==> src/rtl/tx_shift_datapath.sv <==
// -----------------------------------------------------------------------------
// tx_shift_datapath
//
// UART transmit datapath that sits downstream of tx_controller. A load strobe
// captures a parallel word and frames it as
//   start bit (0), data bits LSB first, optional parity bit, stop bit(s) (1).
// Each qualified shift (shift enable level AND baud tick while a frame is in
// flight) moves the next frame bit onto the registered serial output. Once the
// last frame bit has been shifted out, a one-cycle completion pulse is returned
// to tx_controller.
//
// Parameters
//   DATA_W      data bits per frame (5..9)
//   PARITY_EN   1 = append a parity bit after the data bits
//   PARITY_ODD  1 = odd parity, 0 = even parity (ignored when PARITY_EN = 0)
//   STOP_BITS   number of stop bits (1 or 2)
//
// Ports
//   clk            in   1       system clock, rising edge
//   reset          in   1       asynchronous reset, active low
//   ctrl_sr_load   in   1       load a new frame from data_in
//   ctrl_sr_shift  in   1       shift enable level from tx_controller
//   ctrl_baud      in   1       one-cycle baud tick
//   data_in        in   DATA_W  word to transmit, sampled on load
//   tx             out  1       serial line, idle high
//   ctrl_counter   out  1       one-cycle pulse: frame completely sent
//   busy           out  1       high from load until frame complete
//   err_overrun    out  1       sticky: a load arrived while busy
// -----------------------------------------------------------------------------
module tx_shift_datapath #(
  parameter int DATA_W     = 8,
  parameter int PARITY_EN  = 0,
  parameter int PARITY_ODD = 0,
  parameter int STOP_BITS  = 1
) (
  input  logic              clk,
  input  logic              reset,
  input  logic              ctrl_sr_load,
  input  logic              ctrl_sr_shift,
  input  logic              ctrl_baud,
  input  logic [DATA_W-1:0] data_in,
  output logic              tx,
  output logic              ctrl_counter,
  output logic              busy,
  output logic              err_overrun
);

  localparam int FRAME_LEN = 1 + DATA_W + PARITY_EN + STOP_BITS;
  localparam int CNT_W     = $clog2(FRAME_LEN + 1);

  localparam logic [CNT_W-1:0] CNT_LAST = CNT_W'(FRAME_LEN);
  localparam logic [CNT_W-1:0] CNT_ONE  = CNT_W'(1);

  typedef enum logic [1:0] {
    ST_IDLE     = 2'd0,
    ST_SHIFTING = 2'd1,
    ST_DONE     = 2'd2
  } state_t;

  state_t                 state_q, state_d;
  logic [FRAME_LEN-1:0]   shreg_q, shreg_d;
  logic [CNT_W-1:0]       count_q, count_d;
  logic                   tx_q, tx_d;
  logic                   busy_q, busy_d;
  logic                   ctrl_counter_q, ctrl_counter_d;
  logic                   err_overrun_q, err_overrun_d;

  logic                   parity_bit;
  logic [FRAME_LEN-1:0]   load_frame;
  logic                   shift_qual;

  // Parity is taken over the sampled data word; XOR with the odd flag turns
  // even parity into odd parity.
  assign parity_bit = (^data_in) ^ (PARITY_ODD != 0);

  // Frame image as it will leave the shift register, bit 0 first. Everything
  // above the data (and parity, if present) stays 1, which gives the stop
  // bits for free.
  always_comb begin
    load_frame             = '1;
    load_frame[0]          = 1'b0;
    load_frame[DATA_W:1]   = data_in;
    if (PARITY_EN != 0) begin
      load_frame[DATA_W+1] = parity_bit;
    end
  end

  // A shift only counts while a frame is actually in flight.
  assign shift_qual = ctrl_sr_shift & ctrl_baud & (state_q == ST_SHIFTING);

  // Next-state logic. A load always wins over a shift in the same cycle and
  // restarts the frame from the start bit; if the previous frame was still
  // busy it is abandoned without a completion pulse and the overrun flag
  // latches until reset.
  always_comb begin
    state_d        = state_q;
    shreg_d        = shreg_q;
    count_d        = count_q;
    tx_d           = tx_q;
    busy_d         = busy_q;
    ctrl_counter_d = 1'b0;
    err_overrun_d  = err_overrun_q;

    if (ctrl_sr_load) begin
      if (busy_q) begin
        err_overrun_d = 1'b1;
      end
      shreg_d = load_frame;
      count_d = '0;
      busy_d  = 1'b1;
      tx_d    = load_frame[0];
      state_d = ST_SHIFTING;
    end else begin
      unique case (state_q)
        ST_IDLE: begin
          tx_d = 1'b1;
        end

        ST_SHIFTING: begin
          if (shift_qual) begin
            shreg_d = {1'b1, shreg_q[FRAME_LEN-1:1]};
            count_d = count_q + CNT_ONE;
            // After the last frame bit has had its full baud period the line
            // returns to idle and the frame is complete.
            if (count_d == CNT_LAST) begin
              state_d = ST_DONE;
              tx_d    = 1'b1;
            end else begin
              tx_d    = shreg_d[0];
            end
          end
        end

        ST_DONE: begin
          state_d        = ST_IDLE;
          ctrl_counter_d = 1'b1;
          busy_d         = 1'b0;
          tx_d           = 1'b1;
        end

        default: begin
          state_d = ST_IDLE;
          tx_d    = 1'b1;
        end
      endcase
    end
  end

  // State register. Reset forces the idle line level immediately, even in
  // the middle of a frame.
  always_ff @(posedge clk or negedge reset) begin
    if (!reset) begin
      state_q        <= ST_IDLE;
      shreg_q        <= '1;
      count_q        <= '0;
      tx_q           <= 1'b1;
      busy_q         <= 1'b0;
      ctrl_counter_q <= 1'b0;
      err_overrun_q  <= 1'b0;
    end else begin
      state_q        <= state_d;
      shreg_q        <= shreg_d;
      count_q        <= count_d;
      tx_q           <= tx_d;
      busy_q         <= busy_d;
      ctrl_counter_q <= ctrl_counter_d;
      err_overrun_q  <= err_overrun_d;
    end
  end

  assign tx           = tx_q;
  assign ctrl_counter = ctrl_counter_q;
  assign busy         = busy_q;
  assign err_overrun  = err_overrun_q;

endmodule

==> config.mk <==
export PLATFORM = sky130hd
export DESIGN_NAME = tx_shift_datapath
export DESIGN_NICKNAME = d
export VERILOG_FILES = /design/src/rtl/tx_shift_datapath.sv
export SDC_FILE = /design/constraint.sdc
export NUM_CORES = 1
export LEC_CHECK = 0
export ABC_AREA = 1
export BUFFER_PORTS_ARGS = -buffer_cell sky130_fd_sc_hd__buf_4
export CAP_MARGIN = 20
export CORE_AREA = 2 2 78 50
export DETAILED_ROUTE_END_ITERATION = 10
export DIE_AREA = 0 0 80 52
export GPL_ROUTABILITY_DRIVEN = 0
export PLACE_DENSITY = 0.5
export SYNTH_ARGS = -nofsm -noshare
export SYNTH_HDL_FRONTEND = slang
export SYNTH_SLANG_ARGS = --single-unit
==> constraint.sdc <==
create_clock -name clk -period 1.2 [get_ports clk]
set_input_delay 0.06 -clock clk [delete_from_list [all_inputs] [get_ports clk]]
set_output_delay 0.06 -clock clk [all_outputs]
set_load 0.05 [all_outputs]
After elaboration in Yosys (flattened, before gate mapping)
Index checks and enable logic that the tools add are counted.

Output and inout port bits: 4. Word-level logic and storage cells: 41. Input port bits: 13. Bits in registers: 20.

Add/subtract/negate cells: 1. Mux-type cells: 18. Bitwise logic cells: 2. Equal/unequal tests: 6. Reductions and logical operators: 7.

Operators by type and width (number): $mux W10 (3); $mux W4 (3); $mux W1 (8); $mux W2 (3); $reduce_bool A2 Y1 (3); $add A4 B1 Y4 const B (1); $eq A4 B4 Y1 const B (1); $pmux W2 S2 (1); $reduce_and A2 Y1 (2); $ne A3 B2 Y1 const B (1); $ne A3 B3 Y1 const B (1); $reduce_and A3 Y1 (1); $and A1 B1 Y1 (2); $eq A2 B1 Y1 const B (1); $eq A2 B2 Y1 const B (1); $logic_not A2 Y1 (1); $ne A2 B2 Y1 const B (1).

Depth between registers and ports, before layout
Depth in word-level cells: 6. Depth in mapped cells: 10. Gate-level depth less buffers: 10.

Worst setup path before layout
OpenSTA, ideal clock, no wires.

Kind: register -> register. From: reg count_q[0]. To: reg state_q[0]. Clock period less this slack: 1202 ps. Library setup time: 124 ps. Data arrival time: 1078 ps. Buffers on the path: 0. Cell stages (with the launch flop): 10. Path slack: -2 ps. Required time: 1076 ps. Cell sequence: dfrtp_1 > ha_1 > nand2_1 > nand2_1 > nor2_1 > nand2_1 > nand2_1 > nand3_2 > nand2_1 > nand2_1.

Word-level cells in the longest chain between the ends: 4.

Ends and longest elaborated chain: start: declaration (RTL line 62) `logic [CNT_W-1:0] count_q, count_d;`; start signal: assignment (RTL line 163) `count_q <= count_d;`; $add A4 B1 Y4 (RTL line 122) `count_d = count_q + CNT_ONE;`; $eq A4 B4 Y1 (RTL line 125) `if (count_d == CNT_LAST) begin`; $ne A3 B2 Y1 (no line); $reduce_and A3 Y1 (no line); end signal: assignment (RTL line 161) `state_q <= state_d;`; end: declaration (RTL line 60) `state_t state_q, state_d;`.

No other way between the ends. A chain may end at the register's enable or synchronous reset.

Worst setup path after layout
Same ends and word-level chain as after synthesis.

==> metrics.md <==
| Metric | Value |
|---|---|
| R2R depth | 9 |
| WP data required | 1350 ps |
| Status | finished with violations |
| Worst setup SP type | register |
| Crit path max-delay family | simple AND/OR/NAND/NOR gates |
| Via/cell ratio | 4.15 |
| Die ar. | 0.00416 sq mm |
| Final ANT Viol Nets | 0 |
| Initial antenna violation count | 0 |
| Area contributors post-synth | dfstp_2, dfrtp_1, nand2_1 |
| WL/cell | ~11 microns |
| Post-DP HPWL | 1.34 mm |
| Initial core utilization | approximately 25% |
| Max Slew Vio Count | 0 |
| Total nets after synthesis | 114 |
| Worst Tran Pin Value | 269 ps |
| Leading area contributor after synthesis | dfstp_2 |
| Residual DRC | 0 |
| Row cnt | 17 |
| Arrival @ worst endpoint | 1370 ps |
| Number of global-route vias before repair | just over 700 |
| Clk slew on worst S/H paths | about 70 ps |
| Share of layout cells above drive strength 1 | 37.7% |
| DP Worst Slack | -29.2 ps |
| Clk_skew | 0.631 ps |
| CTS root buffer | clkbuf_8 |
| #FFs+latches synth | 18 |
| Setup ws final | -24.2 ps |
| PwrDens | 1340 mW/mm^2 |
| Worst min-delay path startpoint | data_in[2] |
| FMAX | approximately 800 MHz |
| Synth Flop Type | dfstp_2 |
| Setup Fix Bufs, Post-CTS | 0 |
| Reg2Reg Setup Slack | -20 ps |
| Critical Path End Type | register |
| Core region area | 0.00349 sq mm |
| Post-Syn Area | 871 sq um |
| CTS tree | done |
| Worst hold endpoint | shreg_q[3] |
| Area delta synth->final | 30.9% |
| Total grt overflow | 0 |
| Ys Warns | 0 |
| Syn avg cell area | 8.80 sq um |
| CP most frequent cell | nand2_1 |
| Max Cap Viol | 0 |
| Net count reported at finish | 138 |
| Unrepaired setup endpoints after global routing | true |
| Post-route setup TNS | -24.2 ps |
| DR pass1 iterations | 4 |
| # port buffers | 16 |
| Kind of critical path | reg -> reg |
| Filler Cells Inserted | between 300 and 400 |
| I/O pin cnt | 17 |
| Crit share post-route | 102% |
| Overall routing resource usage | 10.7% |
| DIE HEIGHT | 52 microns |
| H-tree levels | 1 |
| Tmin final | 1220 ps |
| Largest net degree at the start of global routing | 19 |
| Post-synth top area share | 27.2% |
| Cts bufs inserted | 3 |
| Commonest non-fill, non-tap cell in the layout | nand2_1 |
| Rel. slew slack | between 80% and 90% |
| R2r startpoint | count_q[0] |
| First-pass GRT wire length | 3.32 mm |
| Most frequent cells in the layout | nand2_1, buf_4, inv_1, dfrtp_1, dfstp_2 |
| Clock buffer depth | 2 |
| Count of cell types in the netlist | 24 |
| Sequential element share of the synthesized area | 53.0% |
| Fraction of registers with async set/reset | 100% |
| Post-synth EDFFs | 0 |
| VDD IR-drop max | 0.482 mV |
| Tot Pwr | 1.53 mW |
| RR Endpoint | state_q[0] |
| Synth Instances | 99 |
| Die width | around 80 microns |
| Max incr delay on CP | around 400 ps |
| CP cell instances | ha_2, nand2_1, nand2_1, nor2_1, nand2_1, nand2_1, nand3_2, nand2_1, nand2_1 |
| # diodes | 0 |
| Overall routed net length | 1.83 mm |
| Buf+Inv Stages, Crit Path | 0 |
| Crit path max-delay cell type | dfrtp_1 |
| Lkg Pwr | 0.528 nW |
| CTS Sinks | 18 |
| Clk Latency, worst-skew pair | 260 ps |
| Failing checks | setup timing |
| Worst Path Max Fanout | 3 |
| Drt initial violations | 24 |
| Hold depth | 3 |
| HP Class | in -> reg |
| Final setup vio count | 1 |
| Via count | 702 |
| Fin. Hold Viols | 0 |
[layout make-up]
cell class | instances | area [sq um] | area share [%]
inverter | 13 | 53.8 | 4.72
sequential | 18 | 462 | 40.5
clock buffer | 4 | 55.1 | 4.83
tap | 47 | 58.8 | 5.16
timing repair buffer | 20 | 153 | 13.4
multi-input combinational | 67 | 358 | 31.4
[synth_stat cells, types with 2 or more instances]
cell,count
nand3_1,6
nand2_1,33
nor2_1,8
o211ai_1,2
nand2_2,2
dfstp_2,9
inv_2,2
o21ai_1,2
inv_1,10
dfrtp_1,9
ha_1,2
nor2_4,2
[cell families after synthesis]
kind of cell             count (synthesis)  share of synthesized area (%)
adder cells (fa/ha/maj)                  2                           2.87
buffers and inverters                   14                           6.47
AND/OR/NAND/NOR                         55                           28.9
AO/OA/AOI/OAI                           10                           8.76
flip-flops                              18                           53.0
[worst min-delay path: stages]
cell and delay (ps):
buf_4 80, nand2_1 50, o221ai_2 50
[power by group]
group | switching (mW) | total [mW] | internal (mW)
clock | 0.219 | 0.511 | 0.292
combinational | 0.183 | 0.296 | 0.113
sequential | 0.0334 | 0.725 | 0.692
[registers in the layout, indices dropped and copies added (netlist names)]
name / flops
state_q: 2
tx: 1
count_q: 4
ctrl_counter: 1
err_overrun: 1
shreg_q: 8
busy: 1
[routing by layer]
metal  routed length (microns)  part of all wire, %  GRT usage (%)
met5                         0                    0              0
met4                        11                 0.60           2.54
met3                       106                  5.8           4.34
met2                       811                   44           16.3
met1                       897                   49           14.1
[stage by stage]
stage	hold slack (ps)	instance area, sq um	instances	utilization (%)
after floorplan	-236	873	99	-
after global placement	-51.8	1070	164	30.7
after detailed placement	-52.1	1070	164	30.7
after CTS	10.3	1130	169	32.5
after global routing	19.7	1140	169	32.7
final	11.2	1140	169	32.7
[worst max-delay path by stage]
stage	start	end	slack, ps	depth (start not counted)
final	count_q[0]	state_q[0]	-20	9
after global placement	count_q[0]	state_q[0]	10	9
after floorplan	count_q[0]	state_q[0]	20	10
after global routing	count_q[0]	state_q[0]	-120	10
after CTS	count_q[1]	state_q[0]	-30	9
after detailed placement	count_q[0]	state_q[0]	-30	9
[what timing repair did]
action / CTS / global route
cloned: 0 / 0
hold buffers: 1 / 0
pin swaps: 1 / 4
endpoints found under the setup margin: 1 / 12
resized for setup: 0 / 3
endpoints found under the hold margin: 18 / 0
Power figures use the tool's default switching activity.
